==> config.mk <==
export PLATFORM = sky130hd
export DESIGN_NAME = closest_hit_select
export DESIGN_NICKNAME = d
export VERILOG_FILES = /design/src/rtl/closest_hit_select.sv
export SDC_FILE = /design/constraint.sdc
export NUM_CORES = 1
export LEC_CHECK = 0
export CAP_MARGIN = 10
export CORE_MARGIN = 1.5
export CORE_UTILIZATION = 49
export DETAILED_ROUTE_END_ITERATION = 6
export GPL_TIMING_DRIVEN = 0
export PLACE_DENSITY_LB_ADDON = 0.25
export SLEW_MARGIN = 20
export SYNTH_ARGS = -nofsm -noshare
export SYNTH_HDL_FRONTEND = slang
export SYNTH_SLANG_ARGS = --single-unit
export TNS_END_PERCENT = 50
==> constraint.sdc <==
create_clock -name clk -period 4 [get_ports clk]
set_clock_uncertainty 0.1 [all_clocks]
set_input_delay 0.4 -clock clk [delete_from_list [all_inputs] [get_ports clk]]
set_output_delay 0.4 -clock clk [all_outputs]
set_load 0.01 [all_outputs]
==> src/rtl/closest_hit_select.sv <==
// closest_hit_select: collects per-lane AABB slab results for one ray and emits the nearest hit.
// Optional collect watchdog enabled by defining CLOSEST_HIT_TIMEOUT_EN.
module closest_hit_select #(
  parameter int WIDTH = 16,
  parameter int BOX_COUNT = 4,
  parameter int TAG_W = 8,
  parameter logic [WIDTH-1:0] MAX = 16'h7FFF,
  parameter int TIMEOUT_CYC = 64
) (
  input  logic                         clk,
  input  logic                         reset,
  input  logic                         start,
  input  logic [TAG_W-1:0]             ray_tag_in,
  output logic                         busy,
  input  logic [BOX_COUNT-1:0]         core_valid,
  input  logic [BOX_COUNT-1:0]         core_hit,
  input  logic [BOX_COUNT*WIDTH-1:0]   core_tnear,
  output logic                         out_valid,
  input  logic                         out_ready,
  output logic                         out_hit,
  output logic [$clog2(BOX_COUNT)-1:0] out_index,
  output logic [WIDTH-1:0]             out_tnear,
  output logic [TAG_W-1:0]             out_tag,
  output logic                         out_timeout
);
  localparam int IW = $clog2(BOX_COUNT);
  typedef enum logic [1:0] {IDLE, COLLECT, SCAN, OUT} state_t;
  state_t state;
  logic [BOX_COUNT-1:0] mask, hit;
  logic [WIDTH-1:0] tn [BOX_COUNT];
  logic [IW-1:0] idx;
  logic [WIDTH-1:0] cand;
  logic win, timeout;
  assign busy = state != IDLE;
  // entry behind the origin counts as distance zero
  assign cand = tn[idx][WIDTH-1] ? '0 : tn[idx];
  assign win = hit[idx] && ($signed(cand) < $signed(out_tnear));
`ifdef CLOSEST_HIT_TIMEOUT_EN
  localparam int CW = $clog2(TIMEOUT_CYC + 1);
  localparam logic [CW-1:0] LIM = CW'(TIMEOUT_CYC - 1);
  logic [CW-1:0] cnt;
  always_ff @(posedge clk) cnt <= (reset || state != COLLECT) ? '0 : cnt + 1'b1;
  assign timeout = cnt == LIM;
`else
  assign timeout = 1'b0;
`endif
  // out_hit/out_index/out_tnear double as the running best while scanning
  always_ff @(posedge clk) begin
    if (reset) begin
      state <= IDLE;
      mask <= '0;
      hit <= '0;
      idx <= '0;
      out_valid <= 1'b0;
      out_hit <= 1'b0;
      out_index <= '0;
      out_tnear <= MAX;
      out_tag <= '0;
      out_timeout <= 1'b0;
    end else begin
      case (state)
        IDLE: if (start) begin
          state <= COLLECT;
          mask <= '0;
          hit <= '0;
          out_tag <= ray_tag_in;
          out_timeout <= 1'b0;
        end
        COLLECT: begin
          for (int i = 0; i < BOX_COUNT; i++)
            if (core_valid[i] && !mask[i]) begin
              mask[i] <= 1'b1;
              hit[i] <= core_hit[i];
              tn[i] <= core_tnear[i*WIDTH +: WIDTH];
            end
          if (&mask || timeout) begin
            state <= SCAN;
            idx <= '0;
            out_hit <= 1'b0;
            out_index <= '0;
            out_tnear <= MAX;
            out_timeout <= ~&mask;
          end
        end
        SCAN: begin
          if (win) begin
            out_hit <= 1'b1;
            out_index <= idx;
            out_tnear <= cand;
          end
          idx <= idx + 1'b1;
          if (idx == IW'(BOX_COUNT - 1)) begin
            state <= OUT;
            out_valid <= 1'b1;
          end
        end
        default: if (out_ready) begin
          state <= IDLE;
          out_valid <= 1'b0;
        end
      endcase
    end
  end
endmodule

Word level (Yosys, flattened, before mapping)
Memories as Yosys holds them, arrays and structs flattened. A register that Yosys moved wholly into a read port is not among the register bits.
Cells that the tools add are included.
{ "totals": {"ff_bits": 41, "n_memories": 1, "in_bits": 84, "ram_bits": 64, "out_inout_bits": 30} }
{ "op_classes": {"n_addsub": 1, "eq_ne": 11, "n_lt_le_gt_ge": 2, "n_reduce_logical": 28, "bitwise": 1, "n_mux": 53} }
{ "memory_table": {"columns": ["memory", "depth", "width", "rd", "rd_clocked_by_memory_dff", "wr", "line_no", "source"], "rows": [
  ["tn", 4, 16, 1, 1, 4, "30", "logic [WIDTH-1:0] tn [BOX_COUNT];"]
]} }
{ "ops": {"columns": ["op", "n"], "rows": [
  ["$mux W16", 2],
  ["$pmux W16 S2", 1],
  ["$mux W1", 31],
  ["$reduce_and A3 Y1", 7],
  ["$lt A16 B16 Y1", 1],
  ["$mux W2", 8],
  ["$ne A2 B2 Y1 const B", 8],
  ["$pmux W4 S2", 2],
  ["$mux W15", 1],
  ["$pmux W2 S2", 2],
  ["$reduce_and A4 Y1", 2],
  ["$reduce_bool A2 Y1", 4],
  ["$pmux W1 S2", 3],
  ["$pmux W2 S3", 1],
  ["$logic_and A1 B1 Y1", 5],
  ["$logic_not A1 Y1", 5],
  ["$eq A2 B2 Y1 const B", 2],
  ["$mux W4", 1],
  ["$reduce_and A2 Y1", 2],
  ["$reduce_bool A4 Y1", 1],
  ["$lt A2 B3 Y1 const B", 1],
  ["$add A2 B1 Y2 const B", 1],
  ["$bmux W1 S2", 1],
  ["$eq A2 B1 Y1 const B", 1],
  ["other kinds (3)", 3]
]} }

Depth between registers and ports, before layout
{ "logic_depth": {"depth_word": 6, "depth_mapped": 13, "mapped_depth_nobuf": 9} }

Worst setup path after synthesis
No wires, ideal clock.
{ "synth_timing": {"path_kind": "flip-flop to flip-flop", "start": "register with a tool-made name", "end": "register out_index[0]", "path_slack_ps": 554, "synth_period_minus_slack_ps": 3446, "t_arrival_ps": 3217, "stages_incl_launch_ff": 14, "path_cell_list": "dfxtp_1 buf_6 buf_2 mux4_2 nor2b_1 ha_1 a211oi_1 o21a_1 o211ai_1 a221oi_1 o22a_1 clkbuf_1 clkbuf_1 o22ai_1"} }
{ "synth_lines": {"columns": ["element", "line_no", "source"], "rows": [
  ["to (signal assigned)", "88", "out_index <= idx;"],
  ["to (decl)", "21", "output logic [$clog2(BOX_COUNT)-1:0] out_index,"]
]} }

==> results.sh <==
export IMPL_grt_pass1_wl_um=15300
export IMPL_cts_buffers=9
export IMPL_setup_viol=0
export IMPL_netlist_area_leader_share=0.433
export IMPL_vias=3077
export IMPL_fmax_mhz=271
export IMPL_regArea_mm2=0.00276
export IMPL_die_area_mm2=0.00965
export IMPL_route_met3_wl_um=546
export IMPL_diodes=0
export IMPL_layout_drive_gt1_share=0.107
export IMPL_grt_max_degree=19
export IMPL_nets=564
export IMPL_areaGrowthSynthToFinish_pct=33.5
export IMPL_die_h_um=98.2
export IMPL_status="complete, no violations"
export IMPL_dr_max_layer_used="met4"
export IMPL_routed_wl_met2_um=4850
export IMPL_yosysMostFrequentCell="edfxtp_1"
export IMPL_clkTransAtPathRegs_ns=0.10
export IMPL_yosysTopAreaCell="edfxtp_1"
export IMPL_ys_ff_latch=106
export IMPL_fin_crit_sh=0.923
export IMPL_h_tree_depth=3
export IMPL_p_leak_nw=2.19
export IMPL_synthFlopType="edfxtp_1"
export IMPL_yosysSeqAreaShare=0.622
export IMPL_multi_input_area_mm2=0.00151
export IMPL_num_rows=34
export IMPL_peakVddDrop_mv=0.196
export IMPL_fin_util=0.677
export IMPL_dpl_instance_area_mm2=0.00575
export IMPL_start_util=0.507
export IMPL_syn_inst=338
export IMPL_worst_pin_slew_ns=0.591
export IMPL_cts_hold_buf=0
export IMPL_drc_errors=0
export IMPL_vias_per_cell=5.35
export IMPL_grt_pass1_vias=3188
export IMPL_yosysUniqueCellTypes=38
export IMPL_postCtsSetupBuffers=0
export IMPL_antenna_found_initial=0
export IMPL_ys_top_cells_by_area="edfxtp_1 43%, dfxtp_1 19%, mux4_2 8.6%"
export IMPL_place_port_buffers=111
export IMPL_synthArstFlopShare=0
export IMPL_nFillCells=688
export IMPL_cts_tree="done"
export IMPL_startpoint_type="flip-flop"
export IMPL_rsz0062_at_grt="false"
export IMPL_hold_class="input pin to flip-flop"
export IMPL_dp_hpwl_um=7310
export IMPL_synth_common_cells="64 x edfxtp_1, 42 x dfxtp_1, 32 x nand2_1"
export IMPL_drv_cap=0
export IMPL_gp_congestion=0.818
export IMPL_arrival_ns=3.89
export IMPL_syn_area_per_cell_um2=13.1
export IMPL_slew_violations=0
export IMPL_gr_total_overflow=0
export IMPL_drt_pass1_iterations=5
export IMPL_ant_nets=0
export IMPL_min_period_ns=3.69
export IMPL_fin_area_mm2=0.00593
export IMPL_cts_max_path_buffers=2
export IMPL_cp_required_ns=4.20
export IMPL_track_usage=0.205
export IMPL_worstPathMaxFanout=10
export IMPL_drt_iter0_drc=89
export IMPL_clock_latency_ns=0.36
export IMPL_root_buffer="clkbuf_8"
export IMPL_synthesis_area_mm2=0.00444
export IMPL_worst_slew_margin_rel=0.605
export IMPL_boundaryPins=114
export IMPL_wl_per_cell_um=16.4
export IMPL_synth_edff_count=64
export IMPL_synth_nets=440
export IMPL_path_class="flip-flop to flip-flop"
export IMPL_hold_viol=0
export IMPL_die_x_um=98.2
export IMPL_postRouteWirelength_um=9430
export IMPL_core_area_mm2=0.00876
export IMPL_worst_setup_path_end_kind="flip-flop"
export IMPL_cts_sinks=106
export IMPL_m1WireLength_um=3960
export IMPL_pwr_density_cell_mw_per_mm2=433
export IMPL_synth_warnings=0
[registers in the layout, indices dropped and copies added, names as in the netlist, named ones only]
signal	flops
state	2
out_hit	1
out_timeout	1
out_valid	1
idx	2
out_tnear	15
hit	4
mask	4
out_tag	8
tn	64
out_index	2
[worst max-delay path: stages (launching register included)]
cell and delay (ns):
dfxtp_1 0.32, clkbuf_1 0.35, clkbuf_2 0.36, mux4_2 0.34, nor2b_1 0.16, ha_1 0.31, a211oi_1 0.27, o21a_1 0.16
o211ai_1 0.14, a221oi_1 0.33, o22a_2 0.33, clkbuf_2 0.29, o22a_1 0.17
[cell families after synthesis]
| kind of cell | Yosys count | synth area share |
|---|---|---|
| buf+inv | 40 | 0.0400 |
| compound gates | 68 | 0.102 |
| other cells | 1 | 0.000844 |
| fa+ha+maj | 18 | 0.0507 |
| simple gates | 87 | 0.0958 |
| flops | 106 | 0.622 |
| mux | 18 | 0.0885 |
[timing repair]
item	in CTS	in global routing
resized for setup	2	1
pin swaps	0	0
setup endpoints to repair	10	10
[per-layer routing]
layer	global-route usage	vias up
li1	-	1490
met2	0.362	99
met1	0.249	1483
met4	0.0737	0
met3	0.0429	5
met5	0	-
[path summary, 6_finish.rpt]
check                                start  cells past startpoint                    endpoint  slack [ns]
setup / recovery                 flip-flop                     12  out_tnear[10]$_SDFFE_PP1P_        0.31
hold / removal                       reset                      2        mask[0]$_SDFFE_PP0P_        0.35
setup reg to reg                 flip-flop                     12  out_tnear[10]$_SDFFE_PP1P_        0.31
hold reg to reg   out_timeout$_SDFFE_PP0P_                      2    out_timeout$_SDFFE_PP0P_        0.36
[power breakdown]
| group | switching, W | internal (W) | total (W) |
|---|---|---|---|
| logic | 0.000350 | 0.000316 | 0.000666 |
| registers | 0.0000376 | 0.00126 | 0.00130 |
| clock network | 0.000369 | 0.000236 | 0.000605 |
[cells in the final DEF (no fill, tap or decap), drive strengths merged, types with 2 or more instances in the layout]
cell type,instances
a211oi,5
a21oi,23
a22oi,4
buf,9
clkbuf,19
clkdlybuf4s50,111
clkinv,4
dfxtp,42
edfxtp,64
ha,18
inv,26
mux4,17
nand2,32
nand2b,7
nand4,3
nor2,19
nor2b,15
nor3,7
o211ai,2
o21ai,9
o22a,16
o22ai,2
[per-stage QoR]
stage / hold slack, ns / cells / worst slack [ns] / total power [W] / TNS (ns)
floorplan: 0.363 / 338 / 0.554 / 0.00173 / 0
global placement: 0.338 / 557 / -0.210 / 0.00195 / -1.96
detailed placement: 0.340 / 561 / -0.303 / 0.00199 / -2.83
CTS: 0.342 / 576 / 0.132 / 0.00258 / 0
global route: 0.369 / 575 / 0.0645 / 0.00271 / 0
finish: 0.351 / 575 / 0.307 / 0.00257 / 0
[cell type report]
class                           count  area share
Tap cell                          108      0.0228
Clock inverter                      6     0.00865
Timing Repair Buffer              115       0.197
Inverter                           24      0.0152
Buffer                             14      0.0139
Multi-Input combinational cell    192       0.255
Clock buffer                       10      0.0215
Sequential cell                   106       0.466
Power figures use the tool's default switching activity.
